$ cat src/rtl/mux_n_arb.sv
// N-input valid/ready arbiter-mux with a registered output stage.
// Round-robin or fixed-priority grant, plus a force-select override.
module mux_n_arb #(
  parameter int DATA_W    = 16,
  parameter int N_IN      = 3,
  parameter int SEL_W     = $clog2(N_IN),
  parameter int PRIO_MODE = 0
) (
  input  logic                   clk,
  input  logic                   rst_n,
  input  logic [N_IN*DATA_W-1:0] in_data,
  input  logic [N_IN-1:0]        in_valid,
  output logic [N_IN-1:0]        in_ready,
  input  logic                   force_en,
  input  logic [SEL_W-1:0]       force_sel,
  output logic [DATA_W-1:0]      out_data,
  output logic                   out_valid,
  input  logic                   out_ready,
  output logic [SEL_W-1:0]       out_sel
);

  logic [SEL_W-1:0]  rr_ptr;
  logic [SEL_W-1:0]  gnt;
  logic              gnt_vld;
  logic              load_en;
  logic              xfer;
  logic [DATA_W-1:0] gnt_data;
  int                idx;

  assign load_en = !out_valid || out_ready;

  always_comb begin : arb
    gnt     = '0;
    gnt_vld = 1'b0;
    idx     = 0;
    if (force_en) begin
      // out-of-range force_sel matches no i, so it never aliases
      for (int i = 0; i < N_IN; i++) begin
        if (force_sel == SEL_W'(i) && in_valid[i]) begin
          gnt     = SEL_W'(i);
          gnt_vld = 1'b1;
        end
      end
    end else if (PRIO_MODE == 1) begin
      for (int i = N_IN - 1; i >= 0; i--) begin
        if (in_valid[i]) begin
          gnt     = SEL_W'(i);
          gnt_vld = 1'b1;
        end
      end
    end else begin
      // scan farthest-first so the nearest successor of rr_ptr wins
      for (int k = N_IN; k >= 1; k--) begin
        idx = int'(rr_ptr) + k;
        if (idx >= N_IN) idx = idx - N_IN;
        if (in_valid[idx]) begin
          gnt     = SEL_W'(idx);
          gnt_vld = 1'b1;
        end
      end
    end
  end

  assign xfer     = rst_n && gnt_vld && load_en;
  assign gnt_data = in_data[int'(gnt)*DATA_W +: DATA_W];

  always_comb begin
    in_ready = '0;
    if (xfer) in_ready[gnt] = 1'b1;
  end

  always_ff @(posedge clk) begin
    if (!rst_n) begin
      out_valid <= 1'b0;
      out_data  <= '0;
      out_sel   <= '0;
      rr_ptr    <= SEL_W'(N_IN - 1);
    end else if (xfer) begin
      out_valid <= 1'b1;
      out_data  <= gnt_data;
      out_sel   <= gnt;
      if (!force_en && PRIO_MODE == 0) rr_ptr <= gnt;
    end else if (load_en) begin
      out_valid <= 1'b0;
    end
  end

endmodule

$ cat config.mk
export PLATFORM = sky130hd
export DESIGN_NAME = mux_n_arb
export DESIGN_NICKNAME = d
export VERILOG_FILES = /design/src/rtl/mux_n_arb.sv
export SDC_FILE = /design/constraint.sdc
export NUM_CORES = 1
export LEC_CHECK = 0
export ABC_AREA = 1
export BUFFER_PORTS_ARGS = -buffer_cell sky130_fd_sc_hd__buf_2
export CAP_MARGIN = 20
export CORE_ASPECT_RATIO = 2
export CORE_MARGIN = 10
export CORE_UTILIZATION = 30
export DETAILED_ROUTE_END_ITERATION = 10
export GPL_TIMING_DRIVEN = 0
export PLACE_DENSITY = 0.55
export SYNTH_ARGS = -nofsm -noshare
export SYNTH_HDL_FRONTEND = slang
export SYNTH_SLANG_ARGS = --single-unit
$ cat constraint.sdc
create_clock -name clk -period 4 [get_ports clk]
set_clock_uncertainty 0.15 [all_clocks]
set_input_delay 0 -clock clk [delete_from_list [all_inputs] [get_ports clk]]
set_output_delay 0 -clock clk [all_outputs]
set_load 0.01 [all_outputs]
==> impl_metrics.py, run 1 <==
metrics = {
    "routing": {
        "viasPerCell": 4.75,
        "dr_total_vias": 2031,
        "drt_wl_total_um": 5910,
        "wire_per_inst_um": 13.8,
        "drtAntennaViolNets": 0,
        "dr.first_iter.drc_count": 81,
        "first_pass_iters": 4,
        "drc": 0,
    },
    "critical_path": {
        "reg2reg_from": "rr_ptr[0]$_SDFFE_PN0P_",
        "end_kind": "flop",
        "cp-startpoint": "rr_ptr[0]$_SDFFE_PN0P_",
        "cp.arrival_ns": 2.99,
        "crit_buf_inv": 5,
        "r2r_cells": 13,
        "path_cells": "inv_1, ha_1, buf_6, nand3_1, a21oi_1, nor2_1, nand2_1, nand3_2, inv_2, clkbuf_2, o21ai_0, a21oi_1, dlygate4sd3_1",
        "slowest_delay_ns": 0.57,
        "r2r_slack_ns": 1.06,
        "critPathTopFamily": "buffers and inverters",
        "cp_common_cell": "a21oi_1",
        "crit_required_ns": 4.05,
        "cp_slowest_cell": "dlygate4sd3_1",
        "crit_fanout": 10,
        "criticalPathCategory": "flop to flop",
        "reg2reg_to": "out_data[11]$_SDFFE_PN0P_",
        "crit_cells": 13,
        "crit_path_start_kind": "flop",
    },
    "pwr": {
        "p_int_mw": 0.449,
        "power_frac_comb": 0.460,
        "leakage_nw": 1.43,
        "seq_power_share": 0.340,
        "power-per-cell-area_nw_per_um2": 293,
        "power_frac_clock": 0.199,
        "vdd_drop_max_uv": 207,
        "swShare": 0.370,
        "p_switching_mw": 0.263,
    },
    "clock_tree": {
        "clockBufferDepth": 2,
        "htree_levels": 1,
        "insertion_delay_ns": 0.26,
        "numCtsBuffers": 3,
        "path_clk_slew_ns": 0.08,
        "cts.sinks": 21,
        "cts_root_buf": "clkbuf_8",
        "cts_tree": "yes",
    },
    "placement": {
        "post-dp-hpwl_um": 4600,
        "io_buffers": 77,
        "pre_cts_ws_ns": 1.65,
        "gp_congestion": 0.824,
    },
    "logic_synthesis": {
        "synth_area_leader_cell": "dfxtp_1",
        "ys_warn_count": 0,
        "yosys.area.top_type_share": 0.263,
        "synthTopCellsByArea": "dfxtp_1 26%, nand3_1 13%, a21oi_1 12%",
        "ys.flop_type": "dfxtp_1",
        "avgSynthCellArea_um2": 6.25,
        "ys_types": 24,
        "syn_area_um2": 1600,
        "ys_seq_area_frac": 0.263,
        "synthCells": 256,
        "async_reset_ff_frac": 0,
        "synth-edff-count": 0,
        "synth_nets": 317,
        "ys_ff_latch": 21,
    },
    "hold_path": {
        "hold_depth": 4,
        "min_path_type": "input port to flop",
        "hold_start": "force_en",
        "hold_end": "rr_ptr[1]$_SDFFE_PN1P_",
    },
    "floorplanning": {
        "row_count": 37,
        "num_io_pins": 79,
        "start_util": 0.311,
        "fp.dieW_um": 71.6,
        "dieHeight_um": 123,
        "die_area_um2": 8830,
        "core-area_um2": 5140,
    },
    "status": {
        "status": "complete, no violations",
    },
    "cells_and_area": {
        "nNetsFinal": 432,
        "final_common_cell": "buf_2",
        "area_growth_syn_to_layout_pct": 52.1,
        "layout.cells.most_common_list": "79 x buf_2, 51 x inv_1, 43 x nand3_1, 39 x nand2_1, 39 x a21oi_1",
        "fillCellCount": 564,
        "drive_gt1_frac": 0.292,
        "diodes": 0,
        "ff_latch_area_um2": 420,
        "multi_input_area_um2": 885,
    },
    "global_route": {
        "track_usage": 0.129,
        "grt_max_degree": 12,
        "grt_pass1_wl_um": 9570,
        "grt_pass1_vias": 2131,
        "grt-ovfl-total": 0,
        "antenna_found_initial": 0,
    },
    "run": {
        "maxCapViolations": 0,
    },
    "timing": {
        "hold_violations": 0,
        "setup-tns-final_ns": 0,
        "tightest_slew_ns": 0.406,
        "fin_ws_ns": 1.06,
        "relSlewSlack": 0.730,
        "fin_crit_sh": 0.734,
        "grt_setup_unrepaired": "no",
        "fmax_ghz": 0.340,
        "slew_violations": 0,
        "period_needed_ns": 2.94,
        "setup_viol": 0,
    },
}
==> stage by stage <==
| step | power, mW | cell area [um^2] | utilization | hold slack (ns) | std cells |
|---|---|---|---|---|---|
| finish | 0.712 | 2430 | 0.473 | 0.0598 | 428 |
| global route | 0.763 | 2430 | 0.473 | 0.0941 | 428 |
| CTS | 0.718 | 2430 | 0.473 | 0.0601 | 428 |
| detailed placement | 0.538 | 2060 | 0.400 | 0.135 | 391 |
| global placement | 0.536 | 2060 | 0.400 | 0.139 | 391 |
| floorplan | 0.438 | 1600 | - | 0.0245 | 256 |
==> Yosys cell counts, types with 2 or more instances <==
cell type,instances
a21oi_1,39
buf_2,2
buf_4,3
buf_6,3
dfxtp_1,21
ha_1,4
inv_1,51
inv_2,2
inv_4,2
nand2_1,39
nand2_2,5
nand2_4,2
nand3_1,43
nand3_2,3
nand3_4,2
nor2_1,8
nor2_2,2
o21ai_0,19
==> what timing repair did <==
item                       4_1_cts  5_1_grt
gates resized for setup          0        0
setup endpoints to repair        0        0
setup buffers                    0        0
hold endpoints to repair        17        0
hold buffers                    33        0
==> power by group through the flow <==
stage / combinational (mW) / clock (mW) / sequential [mW]
3_5_place_dp: 0.291 / 0 / 0.247
6_report: 0.328 / 0.142 / 0.242
3_3_place_gp: 0.289 / 0 / 0.247
2_1_floorplan: 0.181 / 0 / 0.258
4_1_cts: 0.330 / 0.146 / 0.242
5_1_grt: 0.366 / 0.151 / 0.245
==> area by class of cell <==
cell class / count / area share
timing repair buffer: 110 / 0.294
clock buffer: 4 / 0.0185
sequential: 21 / 0.173
buffer: 11 / 0.0324
tap: 58 / 0.0298
multi-input combinational: 168 / 0.364
inverter: 56 / 0.0885
==> logic make-up after synthesis <==
group,after synthesis,share of synthesized area
compound gates,60,0.195
fa+ha+maj,4,0.0313
buf+inv,67,0.184
flops,21,0.263
simple gates,104,0.327
==> worst min-delay path: cells and delay by family <==
kind	cells	cell delay (ns)
AOI/OAI and AO/OA	1	0.08
buffers and inverters	2	0.21
and+or+nand+nor	1	0.13
==> sequential cells by signal (all words and copies together) (netlist names) <==
name       flops
out_valid      1
out_data      16
rr_ptr         2
out_sel        2
==> worst max path at each step <==
stage / slack, ns / to
global placement: 1.68 / out_data[6]$_SDFFE_PN0P_
floorplan: 1.91 / out_data[0]$_SDFFE_PN0P_
finish: 1.06 / out_data[11]$_SDFFE_PN0P_
detailed placement: 1.65 / out_data[14]$_SDFFE_PN0P_
CTS: 1.09 / out_data[14]$_SDFFE_PN0P_
global route: 0.85 / out_data[8]$_SDFFE_PN0P_
==> per-layer routing <==
metal	routed length, um	track usage
met3	337	0.0273
met1	2180	0.124
met4	173	0.0572
met2	3220	0.249
met5	0	0
(Power assumes the default switching activity.)
==> run 2: changes to the inputs <==
--- a/config.mk
+++ b/config.mk
@@ -13,7 +13,7 @@
 export CORE_UTILIZATION = 30
 export DETAILED_ROUTE_END_ITERATION = 10
 export GPL_TIMING_DRIVEN = 0
-export PLACE_DENSITY = 0.55
+export PLACE_DENSITY = 0.57
 export SYNTH_ARGS = -nofsm -noshare
 export SYNTH_HDL_FRONTEND = slang
 export SYNTH_SLANG_ARGS = --single-unit
==> constraint.sdc (replaced) <==
create_clock -name clk -period 2.7 [get_ports clk]
set_clock_uncertainty 0.15 [all_clocks]
set_input_delay 0 -clock clk [delete_from_list [all_inputs] [get_ports clk]]
set_output_delay 0 -clock clk [all_outputs]
set_load 0.01 [all_outputs]
==> run 2 against run 1 <==
  * Clock power rose by 49%
  * Largest cell class is now non-clock buffers
  * Global-route usage increased by 0.95 points
  * Highest routed layer unchanged
  * Sequential power up 49%
==> impl_metrics.py, run 2 (synthesized netlist as in run 1, its figures left out) <==
metrics = {
    "status": {
        "status": "complete, no violations",
    },
    "timing": {
        "fmax_ghz": 0.394,
        "relSlewSlack": 0.757,
        "whs_ns": 0.0281,
        "setup_viol": 0,
        "period_needed_ns": 2.54,
        "hold_violations": 0,
        "tightest_slew_ns": 0.365,
        "slew_violations": 0,
        "setup-tns-final_ns": 0,
        "grt_setup_unrepaired": "no",
        "fin_crit_sh": 0.940,
    },
    "routing": {
        "first_pass_iters": 6,
        "drtAntennaViolNets": 0,
        "drt_wl_total_um": 6460,
        "dr.first_iter.drc_count": 120,
        "wire_per_inst_um": 14.3,
        "dr_total_vias": 2150,
        "drc": 0,
        "viasPerCell": 4.75,
    },
    "placement": {
        "dpl.cell_count": 391,
        "gp_congestion": 0.827,
        "io_buffers": 77,
        "post-dp-hpwl_um": 4620,
    },
    "clock_tree": {
        "cts_tree": "yes",
        "insertion_delay_ns": 0.26,
        "path_clk_slew_ns": 0.08,
        "htree_levels": 1,
        "cts_root_buf": "clkbuf_8",
        "clockBufferDepth": 2,
        "cts.sinks": 21,
        "numCtsBuffers": 3,
    },
    "pwr": {
        "power.total_mw": 1.09,
        "vdd_drop_max_uv": 359,
        "power-per-cell-area_nw_per_um2": 409,
        "leakage_nw": 1.50,
    },
    "global_route": {
        "grt_pass1_vias": 2178,
        "top_usage_layer": "met2",
        "grt_util_met2": 0.271,
        "grt_pass1_wl_um": 10100,
        "grt_max_degree": 12,
        "use_met1": 0.128,
        "antenna_found_initial": 2,
        "grt-ovfl-total": 0,
        "met3_usage": 0.0257,
        "track_usage": 0.138,
    },
    "critical_path": {
        "path_cells": "inv_2, ha_4, buf_6, inv_4, nand2_2, nand2_2, nand2_2, nand2_4, inv_4, nand3_4, nand3_4, nand2_4, nand2_1, nand3_1, a21oi_1, dlygate4sd3_1",
        "end_kind": "flop",
        "crit_path_start_kind": "flop",
        "cp_common_cell": "nand2_2",
        "cp.arrival_ns": 2.54,
        "crit_required_ns": 2.71,
        "cp_slowest_cell": "dlygate4sd3_1",
        "slowest_delay_ns": 0.55,
        "crit_fanout": 8,
        "criticalPathCategory": "flop to flop",
    },
    "cells_and_area": {
        "final_util": 0.520,
        "drive_gt1_frac": 0.305,
        "largest_reg_flops": 16,
        "top_regs": "out_data (16), out_sel (2), rr_ptr (2)",
        "largest-register": "out_data",
        "nNetsFinal": 455,
        "layout.cells.most_common_list": "79 x buf_2, 50 x inv_1, 49 x dlygate4sd3_1, 42 x nand3_1",
        "final_common_cell": "buf_2",
        "area_growth_syn_to_layout_pct": 67.0,
        "layout.cells.non_filler": 453,
    },
    "hold_path": {
        "min_path_type": "input port to flop",
    },
    "floorplanning": {
        "num_io_pins": 79,
        "dieHeight_um": 123,
        "row_count": 37,
        "start_util": 0.311,
        "fp.dieW_um": 71.6,
        "die_area_um2": 8830,
        "core-area_um2": 5140,
    },
    "run": {
        "maxCapViolations": 0,
    },
}
==> run 2: cell count changes in the layout (fill, tap and decap cells not counted), moves of 2 or more <==
cell,previous run,this run
dlygate4sd3_1,33,49
buf_4,3,10
dfxtp_1,21,19
dfxtp_2,0,2
diode_2,0,2
==> run 2: layout make-up <==
class                           instances  area [um^2]
Antenna cell                            2         5.00
Buffer                                 11         78.8
Clock buffer                            4         45.0
Fill cell                             536         2470
Inverter                               56          215
Multi-Input combinational cell        168          902
Sequential cell                        21          423
Tap cell                               58         72.6
Timing Repair Buffer                  133          928
==> run 2: metrics by stage <==
stage,setup slack (ns),area [um^2]
detailed placement,0.367,2060
finish,0.162,2670
floorplan,0.609,1600
CTS,0.0185,2590
global placement,0.381,2060
global route,0.0175,2670
==> run 2: worst paths after layout <==
kind	from	endpoint	slack, ns	depth (start not counted)
worst max-delay path	rr_ptr[0]$_SDFFE_PN0P_	out_data[3]$_SDFFE_PN0P_	0.16	16
worst min-delay path	force_en	out_data[0]$_SDFFE_PN0P_	0.03	5
worst max register to register	rr_ptr[0]$_SDFFE_PN0P_	out_data[3]$_SDFFE_PN0P_	0.16	16
worst min register to register	rr_ptr[1]$_SDFFE_PN1P_	rr_ptr[1]$_SDFFE_PN1P_	0.36	2
==> run 2: power by group <==
| group | internal, mW | switching (mW) |
|---|---|---|
| Combinational | 0.240 | 0.280 |
| Sequential | 0.344 | 0.0166 |
| Clock | 0.105 | 0.106 |
==> run 2: repair_timing <==
item                                    CTS  global route
resized for setup                         0             5
endpoints found under the setup margin    0             3
setup buffers                             0             7
endpoints found under the hold margin    17             0
hold buffers                             49             0
==> run 2: metal layers <==
layer | up-vias | routed length (um)
met2 | 76 | 3520
met3 | 25 | 357
met4 | 0 | 307
met5 | - | 0
met1 | 956 | 2270
li1 | 1093 | -
==> run 2: critical path, delay by kind of cell, from the launching register on <==
family	cells	cell delay (ns)
adders and majority gates	1	0.22
and+or+nand+nor	9	0.73
AOI/OAI and AO/OA	1	0.06
buffers and inverters	5	0.94
DFF	1	0.34
